File: src/rtl/srl_fifo32x9_pkg.sv
// Shared constants for SRL-based buffers, plus a small occupancy helper.
package srl_fifo32x9_pkg;

    localparam int SRL_DEPTH = 32;
    localparam int WORD_W    = 9;
    localparam int ADDR_W    = 5;
    localparam int CNT_W     = 6;

    // Total words held: words inside the SRL plus the one parked in the output register.
    function automatic logic [CNT_W-1:0] level_of(input logic [CNT_W-1:0] cnt,
                                                   input logic             held);
        return cnt + {{(CNT_W-1){1'b0}}, held};
    endfunction

endpackage

File: src/rtl/srl32x9e.sv
// 32-deep x 9-bit addressable shift register with clock enable.
// New words enter position 0; y is a combinational read of position a (pre-shift).
// Storage is intentionally not reset: the owner gates it with its own occupancy count.
module srl32x9e
    import srl_fifo32x9_pkg::*;
(
    input  logic              clk,
    input  logic              ce,
    input  logic [ADDR_W-1:0] a,
    input  logic [WORD_W-1:0] d,
    output logic [WORD_W-1:0] y
);

    logic [WORD_W-1:0] sr_r [SRL_DEPTH];

    // Shift chain: on ce every word moves one place deeper and d lands at position 0.
    always_ff @(posedge clk) begin
        if (ce) begin
            sr_r[0] <= d;
            for (int i = 1; i < SRL_DEPTH; i++) begin
                sr_r[i] <= sr_r[i-1];
            end
        end
    end

    assign y = sr_r[a];

endmodule

File: src/rtl/srl_fifo32x9.sv
// 33-word x 9-bit FIFO: 32 words in an SRL plus one registered output word.
// An occupancy counter drives the SRL shift enable and read address; the oldest
// word is moved into a valid/ready output register whenever that register is free.
module srl_fifo32x9
    import srl_fifo32x9_pkg::*;
#(
    parameter int AF_LEVEL = 28,
    parameter int AE_LEVEL = 4
)
(
    input  logic              clk,
    input  logic              rst,
    input  logic [WORD_W-1:0] din,
    input  logic              din_valid,
    output logic              din_ready,
    output logic [WORD_W-1:0] dout,
    output logic              dout_valid,
    input  logic              dout_ready,
    output logic [CNT_W-1:0]  level,
    output logic              almost_full,
    output logic              almost_empty
);

    localparam logic [CNT_W-1:0] AF_THR   = CNT_W'(AF_LEVEL);
    localparam logic [CNT_W-1:0] AE_THR   = CNT_W'(AE_LEVEL);
    localparam logic [CNT_W-1:0] CNT_FULL = CNT_W'(SRL_DEPTH);

    logic [CNT_W-1:0]  srl_cnt_r;
    logic [CNT_W-1:0]  cnt_nxt_s;
    logic [WORD_W-1:0] dout_r;
    logic              dout_valid_r;
    logic              din_ready_s;
    logic              push_s;
    logic              ld_s;
    logic [ADDR_W-1:0] addr_s;
    logic [WORD_W-1:0] srl_y_s;
    logic [CNT_W-1:0]  level_s;

    // Handshake decodes come from registers only, so din_ready never depends on dout_ready.
    assign din_ready_s = (srl_cnt_r != CNT_FULL);
    assign push_s      = din_valid & din_ready_s;
    assign ld_s        = (srl_cnt_r != {CNT_W{1'b0}}) & (~dout_valid_r | dout_ready);

    // Read address points at the oldest SRL word; parked at 0 when the SRL is empty.
    always_comb begin
        addr_s = {ADDR_W{1'b0}};
        if (srl_cnt_r != {CNT_W{1'b0}}) begin
            addr_s = srl_cnt_r[ADDR_W-1:0] - {{(ADDR_W-1){1'b0}}, 1'b1};
        end else begin
            addr_s = {ADDR_W{1'b0}};
        end
    end

    // Occupancy update: push and load together leave the count unchanged.
    always_comb begin
        cnt_nxt_s = srl_cnt_r;
        case ({push_s, ld_s})
            2'b10:   cnt_nxt_s = srl_cnt_r + {{(CNT_W-1){1'b0}}, 1'b1};
            2'b01:   cnt_nxt_s = srl_cnt_r - {{(CNT_W-1){1'b0}}, 1'b1};
            default: cnt_nxt_s = srl_cnt_r;
        endcase
    end

    srl32x9e u_srl (
        .clk (clk),
        .ce  (push_s),
        .a   (addr_s),
        .d   (din),
        .y   (srl_y_s)
    );

    // Counter and output register; dout keeps its last value once consumed.
    always_ff @(posedge clk or posedge rst) begin
        if (rst) begin
            srl_cnt_r    <= {CNT_W{1'b0}};
            dout_r       <= {WORD_W{1'b0}};
            dout_valid_r <= 1'b0;
        end else begin
            srl_cnt_r <= cnt_nxt_s;
            if (ld_s) begin
                dout_r       <= srl_y_s;
                dout_valid_r <= 1'b1;
            end else if (dout_ready & dout_valid_r) begin
                dout_valid_r <= 1'b0;
            end
        end
    end

    assign level_s      = level_of(srl_cnt_r, dout_valid_r);
    assign level        = level_s;
    assign almost_full  = (level_s >= AF_THR);
    assign almost_empty = (level_s <= AE_THR);
    assign din_ready    = din_ready_s;
    assign dout         = dout_r;
    assign dout_valid   = dout_valid_r;

endmodule

File: config.mk
export PLATFORM = sky130hd
export DESIGN_NAME = srl_fifo32x9
export DESIGN_NICKNAME = d
export VERILOG_FILES = /design/src/rtl/srl_fifo32x9_pkg.sv /design/src/rtl/srl32x9e.sv /design/src/rtl/srl_fifo32x9.sv
export SDC_FILE = /design/constraint.sdc
export NUM_CORES = 1
export LEC_CHECK = 0
export CAP_MARGIN = 10
export CORE_ASPECT_RATIO = 1.75
export CORE_MARGIN = 4
export CORE_UTILIZATION = 50
export DETAILED_ROUTE_END_ITERATION = 6
export MAX_ROUTING_LAYER = met4
export PLACE_DENSITY_LB_ADDON = 0.12
export SLEW_MARGIN = 25
export SYNTH_ARGS = -nofsm -noshare
export SYNTH_HDL_FRONTEND = slang
export SYNTH_SLANG_ARGS = --single-unit
File: constraint.sdc
create_clock -name clk -period 8.6 [get_ports clk]
set_clock_uncertainty 0.1 [all_clocks]
set_input_delay 1.72 -clock clk [delete_from_list [all_inputs] [get_ports clk]]
set_output_delay 1.72 -clock clk [all_outputs]
set_load 0.01 [all_outputs]
Word-level counts from Yosys, hierarchy flattened. Memories as Yosys holds them, arrays and structs flattened. A register that Yosys moved wholly into a read port is not among the register bits. Cells that the tools add are included.

Flip-flop bits (word level): 7. Bits of input ports: 13. Bits in writable memories: 288. Memories kept: 1. Word-level logic and storage cells: 26. Output and inout bits: 19.

Memories: u_srl.sr_r (words 32, width 9, rd ports 32, clocked after Yosys merged registers in 1, write ports 32, line srl32x9e.sv:14) `logic [WORD_W-1:0] sr_r [SRL_DEPTH];`.

Mux-type cells: 6. Bitwise operators: 5. Equality and inequality tests: 3. Reductions and logical operators: 3. Order comparisons: 2. Add/subtract/negate cells: 4.

Operators by type and width (number): $pmux W6 S2 (1); $add A6 B1 Y6 (1); $add A6 B1 Y6 const B (1); $ge A6 B5 Y1 const B (1); $le A6 B3 Y1 const B (1); $ne A6 B6 Y1 const B (1); $reduce_bool A6 Y1 (1); $sub A6 B1 Y6 const B (1); $mux W5 (1); $sub A5 B1 Y5 const B (1); $mux W1 (4); $reduce_bool A2 Y1 (2); $and A1 B1 Y1 (3); $eq A2 B1 Y1 const B (1); $eq A2 B2 Y1 const B (1); $not A1 Y1 (1); $or A1 B1 Y1 (1).

Depth between registers and ports, before layout. Gate-level depths: netlist of the first run.

Word-level depth: 5. Mapped depth: 15. Depth with buffers taken out: 13.

Cells and area by module. A second synthesis of the first run with hierarchy kept.

Cells, all modules: 521. Area total of the unflattened synthesis: 12060.3 um^2.

Modules (own cells, without submodules): srl32x9e (cells each 408, sequential area each 8648.3 um^2, area each 10890.4 um^2, instances 1); srl_fifo32x9 (cells each 113, sequential area each 400.4 um^2, area each 1169.9 um^2, instances 1).

Worst setup path after synthesis of the first run. OpenSTA, ideal clock, no wires.

Path kind: input-to-reg. Start point: input port din_valid. End point: memory u_srl.sr_r[0][0] (enable). Required time: 7.862 ns. Library setup time: 0.638 ns. Path buffers: 0. Path slack: 0.512 ns. Stages on the path: 2. Data arrival time: 7.350 ns. Cell sequence: nand2_1 inv_1.

RTL lines: start: declaration (line srl_fifo32x9.sv:14) `input logic din_valid,`; end: declaration (line srl32x9e.sv:14).

Worst setup path after layout of the first run.
Start point: register srl_cnt_r[0]. End point: output port din_ready.

Word-level cells in the longest chain between the ends: 1.

Ends and longest elaborated chain: start: declaration (line srl_fifo32x9.sv:28) `logic [CNT_W-1:0] srl_cnt_r;`; start signal: assignment (line srl_fifo32x9.sv:75) `srl_cnt_r <= {CNT_W{1'b0}};`; start signal: assignment (line srl_fifo32x9.sv:79) `srl_cnt_r <= cnt_nxt_s;`; $ne A6 B6 Y1 (line srl_fifo32x9.sv:40) `assign din_ready_s = (srl_cnt_r != CNT_FULL);`; end: declaration (line srl_fifo32x9.sv:15) `output logic din_ready,`.

No other way between the ends.

==> results of run 1 <==
## worst reg2reg max path, stage by stage, from the launching register on
cell and delay [ps]:
dfrtp_2 630, inv_2 390, ha_1 460, nor3b_4 210
a21oi_1 790, ha_1 490, ha_1 210, a21o_1 80
a21o_1 150, a21oi_1 90, or4b_2 610, nand3_1 120
xor2_1 150
## power groups by stage
stage | Combinational [W] | Clock, W | Sequential [W]
finish | 0.00247 | 0.00125 | 0.00210
global route | 0.00270 | 0.00133 | 0.00212
CTS | 0.00247 | 0.00127 | 0.00210
detailed placement | 0.00246 | 0 | 0.00213
global placement | 0.00238 | 0 | 0.00211
floorplan | 0.00173 | 0 | 0.00207
## stage by stage
stage,util (%),total power (W)
floorplan,-,0.00380
global placement,53.1,0.00449
detailed placement,53.3,0.00459
CTS,56.9,0.00584
global route,57.0,0.00616
finish,57.0,0.00582
## placed cells by master, fill, tap and decap left out, types with 10 or more instances in the layout
master	instances
a211oi_1	25
a21oi_1	13
a31oi_1	33
buf_4	10
clkbuf_16	27
clkdlybuf4s50_1	31
dfrtp_1	15
edfxtp_1	288
mux2i_1	24
nand2_1	171
nand3_1	52
nand4_1	14
nor2_1	24
nor3_1	20
nor4_1	16
o211ai_1	12
o221ai_1	10
## final cells by class
cell class	instances	area [µm²]
Clock buffer	40	785
Timing Repair Buffer	44	460
Tap cell	312	390
Sequential cell	304	9050
Clock inverter	9	120
Inverter	6	30.0
Multi-Input combinational cell	540	3320
Fill cell	1964	10700
## state kept, by name, indices dropped and copies added (netlist names)
name	count
u_srl.sr_r	288
dout_valid	1
dout	9
srl_cnt_r	6
## per-layer routing
metal | vias to the layer above | share of wire, %
met4 | 0 | 3.7
met5 | - | 0
met3 | 83 | 6.3
met2 | 332 | 51
li1 | 3537 | -
met1 | 3888 | 39
## worst max-delay path by stage
| stage | start | to | cells past startpoint |
|---|---|---|---|
| after floorplan | din_valid | u_srl.sr_r[0][0] | 2 |
| after global placement | dout_ready | srl_cnt_r[5] | 11 |
| after detailed placement | dout_ready | srl_cnt_r[5] | 11 |
| after CTS | srl_cnt_r[0] | din_ready | 5 |
| after global routing | srl_cnt_r[0] | din_ready | 5 |
| final | srl_cnt_r[0] | din_ready | 5 |
## cell families (layout without fill, tap and decap cells)
kind of cell / after synthesis / after routing
AOI/OAI and AO/OA: 151 / 151
xor gates and xnor gates: 13 / 13
adders and majority gates: 9 / 9
buffers and inverters: 66 / 99
DFF: 304 / 304
muxes: 28 / 28
and+or+nand+nor: 339 / 339
==> results.py, run 1 <==
metrics = {
    "final_layout": {
        "final_cells": 1255,
        "fin_area_um2": 14200,
        "drive_above_1_share_pct": 9.12,
        "n_antenna_cell": 0,
        "finalNetCount": 945,
        "area_growth_syn_to_layout_pct": 11.6,
    },
    "worst_setup_path": {
        "r2r_slack_ps": 4030,
        "startpoint_type": "register",
        "crit_path_end_kind": "output port",
        "path_class": "register to output port",
        "reg2regPathDepth": 12,
        "path_buf_inv": 2,
        "critPathTopFamily": "buffers and inverters",
        "crit_chain": "inv_2 -> ha_1 -> nor3b_4 -> nand3b_1 -> clkdlybuf4s50_1",
        "r2r_start": "srl_cnt_r[0]",
        "reg2reg_to": "srl_cnt_r[5]",
        "critical-path-max-stage-delay_ps": 570,
        "worstPathRequired_ps": 6780,
        "path_max_fanout": 23,
        "cp.arrival_ps": 3260,
        "critPathSlowestCell": "dfrtp_2",
    },
    "worst_hold_path": {
        "hp-start": "u_srl.sr_r[27][7]",
        "hold-path-endpoint": "u_srl.sr_r[28][7]",
        "hold_path.class": "register to register",
        "whs_path_depth": 0,
    },
    "grt": {
        "first_global_vias": 7908,
        "gr-total-overflow": 0,
        "grt_max_degree": 226,
        "busiest_layer": "met2",
        "use_met1_pct": 27.4,
        "track_usage_pct": 21.9,
        "met2_usage_pct": 35.6,
        "grt_pass1_wl_um": 46100,
        "antenna_found_initial": 0,
        "met3_usage_pct": 3.35,
    },
    "die": {
        "core_area_um2": 24800,
        "die_x_um": 128,
        "dieArea_um2": 28100,
        "floorplan.initialDensity_pct": 51.1,
        "io_pins": 32,
        "rows": 76,
        "die_h_um": 219,
    },
    "clock_network": {
        "h-tree-depth": 1,
        "post_cts_resized": 0,
        "clock-sinks": 304,
        "clk_latency_ps": 550,
        "clk_pin_slew_worst_paths_ps": 70,
        "cts_setup_buffers": 0,
        "ctsLongestPathBuffers": 3,
        "cts_hold_buf": 0,
        "cts_tree": "done",
        "root_buffer": "clkbuf_16",
        "numCtsBuffers": 27,
    },
    "placement": {
        "placedCellCount": 1205,
        "dp_slack_ps": 3390,
        "place.gp.congestion": 0.863,
        "io_buffers": 31,
        "place_hpwl_um": 17500,
        "post_dp_cell_area_um2": 13200,
    },
    "drt": {
        "drtIter0Drc": 843,
        "drc": 0,
        "viasPerCell": 6.25,
        "vias": 7840,
        "drt-pass1-iter-count": 6,
        "avgRoutedWirePerCell_um": 23.8,
        "routed_wl_um": 29800,
        "ant_nets": 0,
    },
    "timing": {
        "hold_viol": 0,
        "finalCriticalPeriod_ps": 5080,
        "worstMarginPinSlew_ps": 960,
        "maxSlewViolCount": 0,
        "finalSetupViolCount": 0,
        "finalCritPeriodShare_pct": 59.0,
        "timing.final.ws_setup_ps": 3520,
        "worst_hold_slack_ps": 341,
        "slew_headroom_pct": 36.0,
        "fmax_mhz": 197,
        "rsz0062_at_grt": "false",
        "fin_tns_setup_ps": 0,
    },
    "synth": {
        "synth_mux_area_share_pct": 2.25,
        "synth_area_leader_cell": "edfxtp_1",
        "ys_seq_elements": 304,
        "synth_edf_count": 288,
        "synthCells": 910,
        "synth.top_cell.area_share_pct": 68.2,
        "async_reset_ff_share_pct": 5.26,
        "synth_compound_area_share_pct": 9.08,
        "synth_ff_type": "edfxtp_1",
        "synth-xor-area-share_pct": 1.11,
        "seq_area_frac_synth_pct": 71.4,
        "syn_area_per_cell_um2": 13.9,
        "synth.distinct_cells": 65,
        "synthSimpleGateAreaFrac_pct": 12.6,
        "synthTopCellsByArea": "edfxtp_1 68%, nand2_1 5.1%, dfrtp_1 3.2%, nand3_1 2.1%, mux2i_1 1.9%",
        "ys_warn_count": 0,
        "synth_top_family_by_area": "simple AND/OR/NAND/NOR gates",
        "syn_area_um2": 12700,
        "synth_most_common_cell": "edfxtp_1",
        "synthAdderAreaFrac_pct": 0.948,
        "synth_common_cells": "288 x edfxtp_1, 171 x nand2_1, 52 x nand3_1",
        "syn-num-nets": 932,
    },
    "power": {
        "vdd_drop_max_uv": 404,
        "leakage_nw": 4.93,
        "p_int_w": 0.00346,
        "seqPwrFrac_pct": 36.1,
        "switchingPower_w": 0.00236,
        "clkPwrFrac_pct": 21.4,
        "combPwrFrac_pct": 42.4,
        "p_sw_share_pct": 40.6,
        "power.density_nw_per_um2": 411,
    },
    "run": {
        "cap_viol_max_count": 0,
    },
    "run_status": {
        "status": "finished, final reports clean",
    },
}
Note: power is estimated with default switching activity, not from simulation.
==> run 2: changes to the inputs <==
clock period = 4.15 ns   (was 8.6 ns; I/O delays follow)
==> run 2 against run 1 <==
- design area is 1.1% higher
- utilization increased by 0.63 points
- combinational power is 110% higher
==> results.py, run 2 (same netlist as run 1, synthesis figures left out) <==
metrics = {
    "worst_setup_path": {
        "startpoint_type": "register",
        "critPathSlowestCell": "dfrtp_1",
        "critPathTopFamily": "flip-flops",
        "critical-path-max-stage-delay_ps": 810,
        "cp.arrival_ps": 2770,
        "worstPathRequired_ps": 3220,
        "r2r_slack_ps": 650,
        "path_max_fanout": 13,
        "crit_chain": "nand3_1 -> nor2_1 -> xor2_1 -> nor4b_1 -> clkdlybuf4s50_1",
        "crit_path_end_kind": "output port",
        "path_class": "register to output port",
        "path_buf_inv": 1,
    },
    "drt": {
        "ant_nets": 0,
        "viasPerCell": 6.25,
        "drtIter0Drc": 867,
        "drt-pass1-iter-count": 7,
        "drc": 0,
        "vias": 7957,
        "routed_wl_um": 29700,
        "avgRoutedWirePerCell_um": 23.3,
    },
    "placement": {
        "dp_slack_ps": 601,
        "place.gp.congestion": 0.858,
        "io_buffers": 31,
        "placedCellCount": 1221,
        "post_dp_cell_area_um2": 13400,
        "place_hpwl_um": 18800,
    },
    "timing": {
        "rsz0062_at_grt": "false",
        "finalCriticalPeriod_ps": 3700,
        "fin_tns_setup_ps": 0,
        "worst_hold_slack_ps": 342,
        "finalCritPeriodShare_pct": 89.1,
        "fmax_mhz": 270,
        "finalSetupViolCount": 0,
        "worstMarginPinSlew_ps": 954,
        "slew_headroom_pct": 36.2,
        "maxSlewViolCount": 0,
        "timing.final.ws_setup_ps": 453,
        "hold_viol": 0,
    },
    "grt": {
        "grt_pass1_wl_um": 46700,
        "gr-total-overflow": 0,
        "grt_max_degree": 58,
        "first_global_vias": 8192,
        "track_usage_pct": 22.0,
        "antenna_found_initial": 0,
    },
    "die": {
        "die_h_um": 219,
        "floorplan.initialDensity_pct": 51.1,
        "core_area_um2": 24800,
        "die_x_um": 128,
        "io_pins": 32,
        "rows": 76,
        "dieArea_um2": 28100,
    },
    "final_layout": {
        "fill_cells": 1919,
        "layout_common_cells": "288 x edfxtp_1, 170 x nand2_1, 52 x nand3_1, 33 x a31oi_1, 31 x clkdlybuf4s50_1",
        "fin_area_um2": 14300,
        "area_growth_syn_to_layout_pct": 12.9,
        "regMostFlops": "u_srl.sr_r",
        "final-seq-area_um2": 9050,
        "drive_above_1_share_pct": 10.3,
        "final_cells": 1273,
        "n_antenna_cell": 0,
        "multi_input_area_um2": 3320,
        "finalNetCount": 961,
        "final_common_cell": "edfxtp_1",
        "largest_reg_flops": 288,
    },
    "clock_network": {
        "cts_hold_buf": 0,
        "post_cts_resized": 0,
        "h-tree-depth": 1,
        "clock-sinks": 304,
        "numCtsBuffers": 28,
        "cts_setup_buffers": 0,
        "root_buffer": "clkbuf_16",
        "cts_tree": "done",
        "clk_latency_ps": 560,
        "clk_pin_slew_worst_paths_ps": 70,
        "ctsLongestPathBuffers": 3,
    },
    "run_status": {
        "status": "finished, final reports clean",
    },
    "power": {
        "vdd_drop_max_uv": 399,
        "power.density_nw_per_um2": 854,
        "leakage_nw": 5.00,
    },
    "worst_hold_path": {
        "hold_path.class": "register to register",
    },
    "run": {
        "cap_viol_max_count": 0,
    },
}
==> run 2: cell count changes in the layout (fill, tap and decap cells not counted), moves of 2 or more <==
cell	delta
buf_12	+6
buf_16	-2
buf_4	+11
clkbuf_1	+3
clkbuf_16	+2
clkbuf_8	-5
clkinv_1	+3
clkinvlp_4	+2
==> run 2: power breakdown <==
| group | leakage (nW) | total (W) | switching [W] | internal (W) |
|---|---|---|---|---|
| logic | 1.57 | 0.00530 | 0.00345 | 0.00185 |
| clock network | 0.435 | 0.00260 | 0.00112 | 0.00149 |
| registers | 2.99 | 0.00432 | 0.000357 | 0.00396 |
| total | 5.00 | 0.0122 | 0.00493 | 0.00729 |
==> run 2: per-layer routing <==
| metal | track usage [%] | part of all wire, % |
|---|---|---|
| met3 | 3.20 | 5.7 |
| met4 | 8.71 | 3.4 |
| met5 | - | 0 |
| met1 | 27.6 | 39 |
| met2 | 36.1 | 52 |
==> run 2: through the flow <==
stage / total power [W] / util [%]
finish: 0.0122 / 57.7
global route: 0.0129 / 57.7
CTS: 0.0123 / 57.7
detailed placement: 0.00963 / 54.0
global placement: 0.00951 / 54.0
floorplan: 0.00789 / -
==> run 2: worst paths after layout <==
path	from	to	cells past startpoint
setup / recovery	srl_cnt_r[2]	almost_empty	5
hold / removal	u_srl.sr_r[27][2]	u_srl.sr_r[28][2]	0
setup reg to reg	srl_cnt_r[0]	srl_cnt_r[5]	13
hold reg to reg	u_srl.sr_r[27][2]	u_srl.sr_r[28][2]	0
max in group asynchronous	rst	srl_cnt_r[0]	2
min in group asynchronous	rst	srl_cnt_r[5]	2
==> run 2: worst reg2reg max path: stages (launching register included) <==
cell      delay [ps]
dfrtp_2          450
inv_6            240
ha_4             250
nor3b_4          220
nand3b_1         240
nand2_2          170
ha_1             360
ha_1             220
a21o_1            80
a21o_1           140
a21oi_1           80
or4b_2           610
nand3_1          110
xor2_1           150
==> run 2: layout make-up <==
type                    count  area share, %
well taps                 312           2.73
repair buffers             59           4.25
clock buffers              40           5.43
inverters                   6          0.219
flip-flops and latches    304           63.2
multi-input cells         540           23.2
clock inverters            12          0.936
==> run 3: changes to the inputs <==
ABC_CLOCK_PERIOD_IN_PS = 4150   (was default)
==> results of run 3 <==
No change in the layout: final DEF, timing and power equal those of run 2.
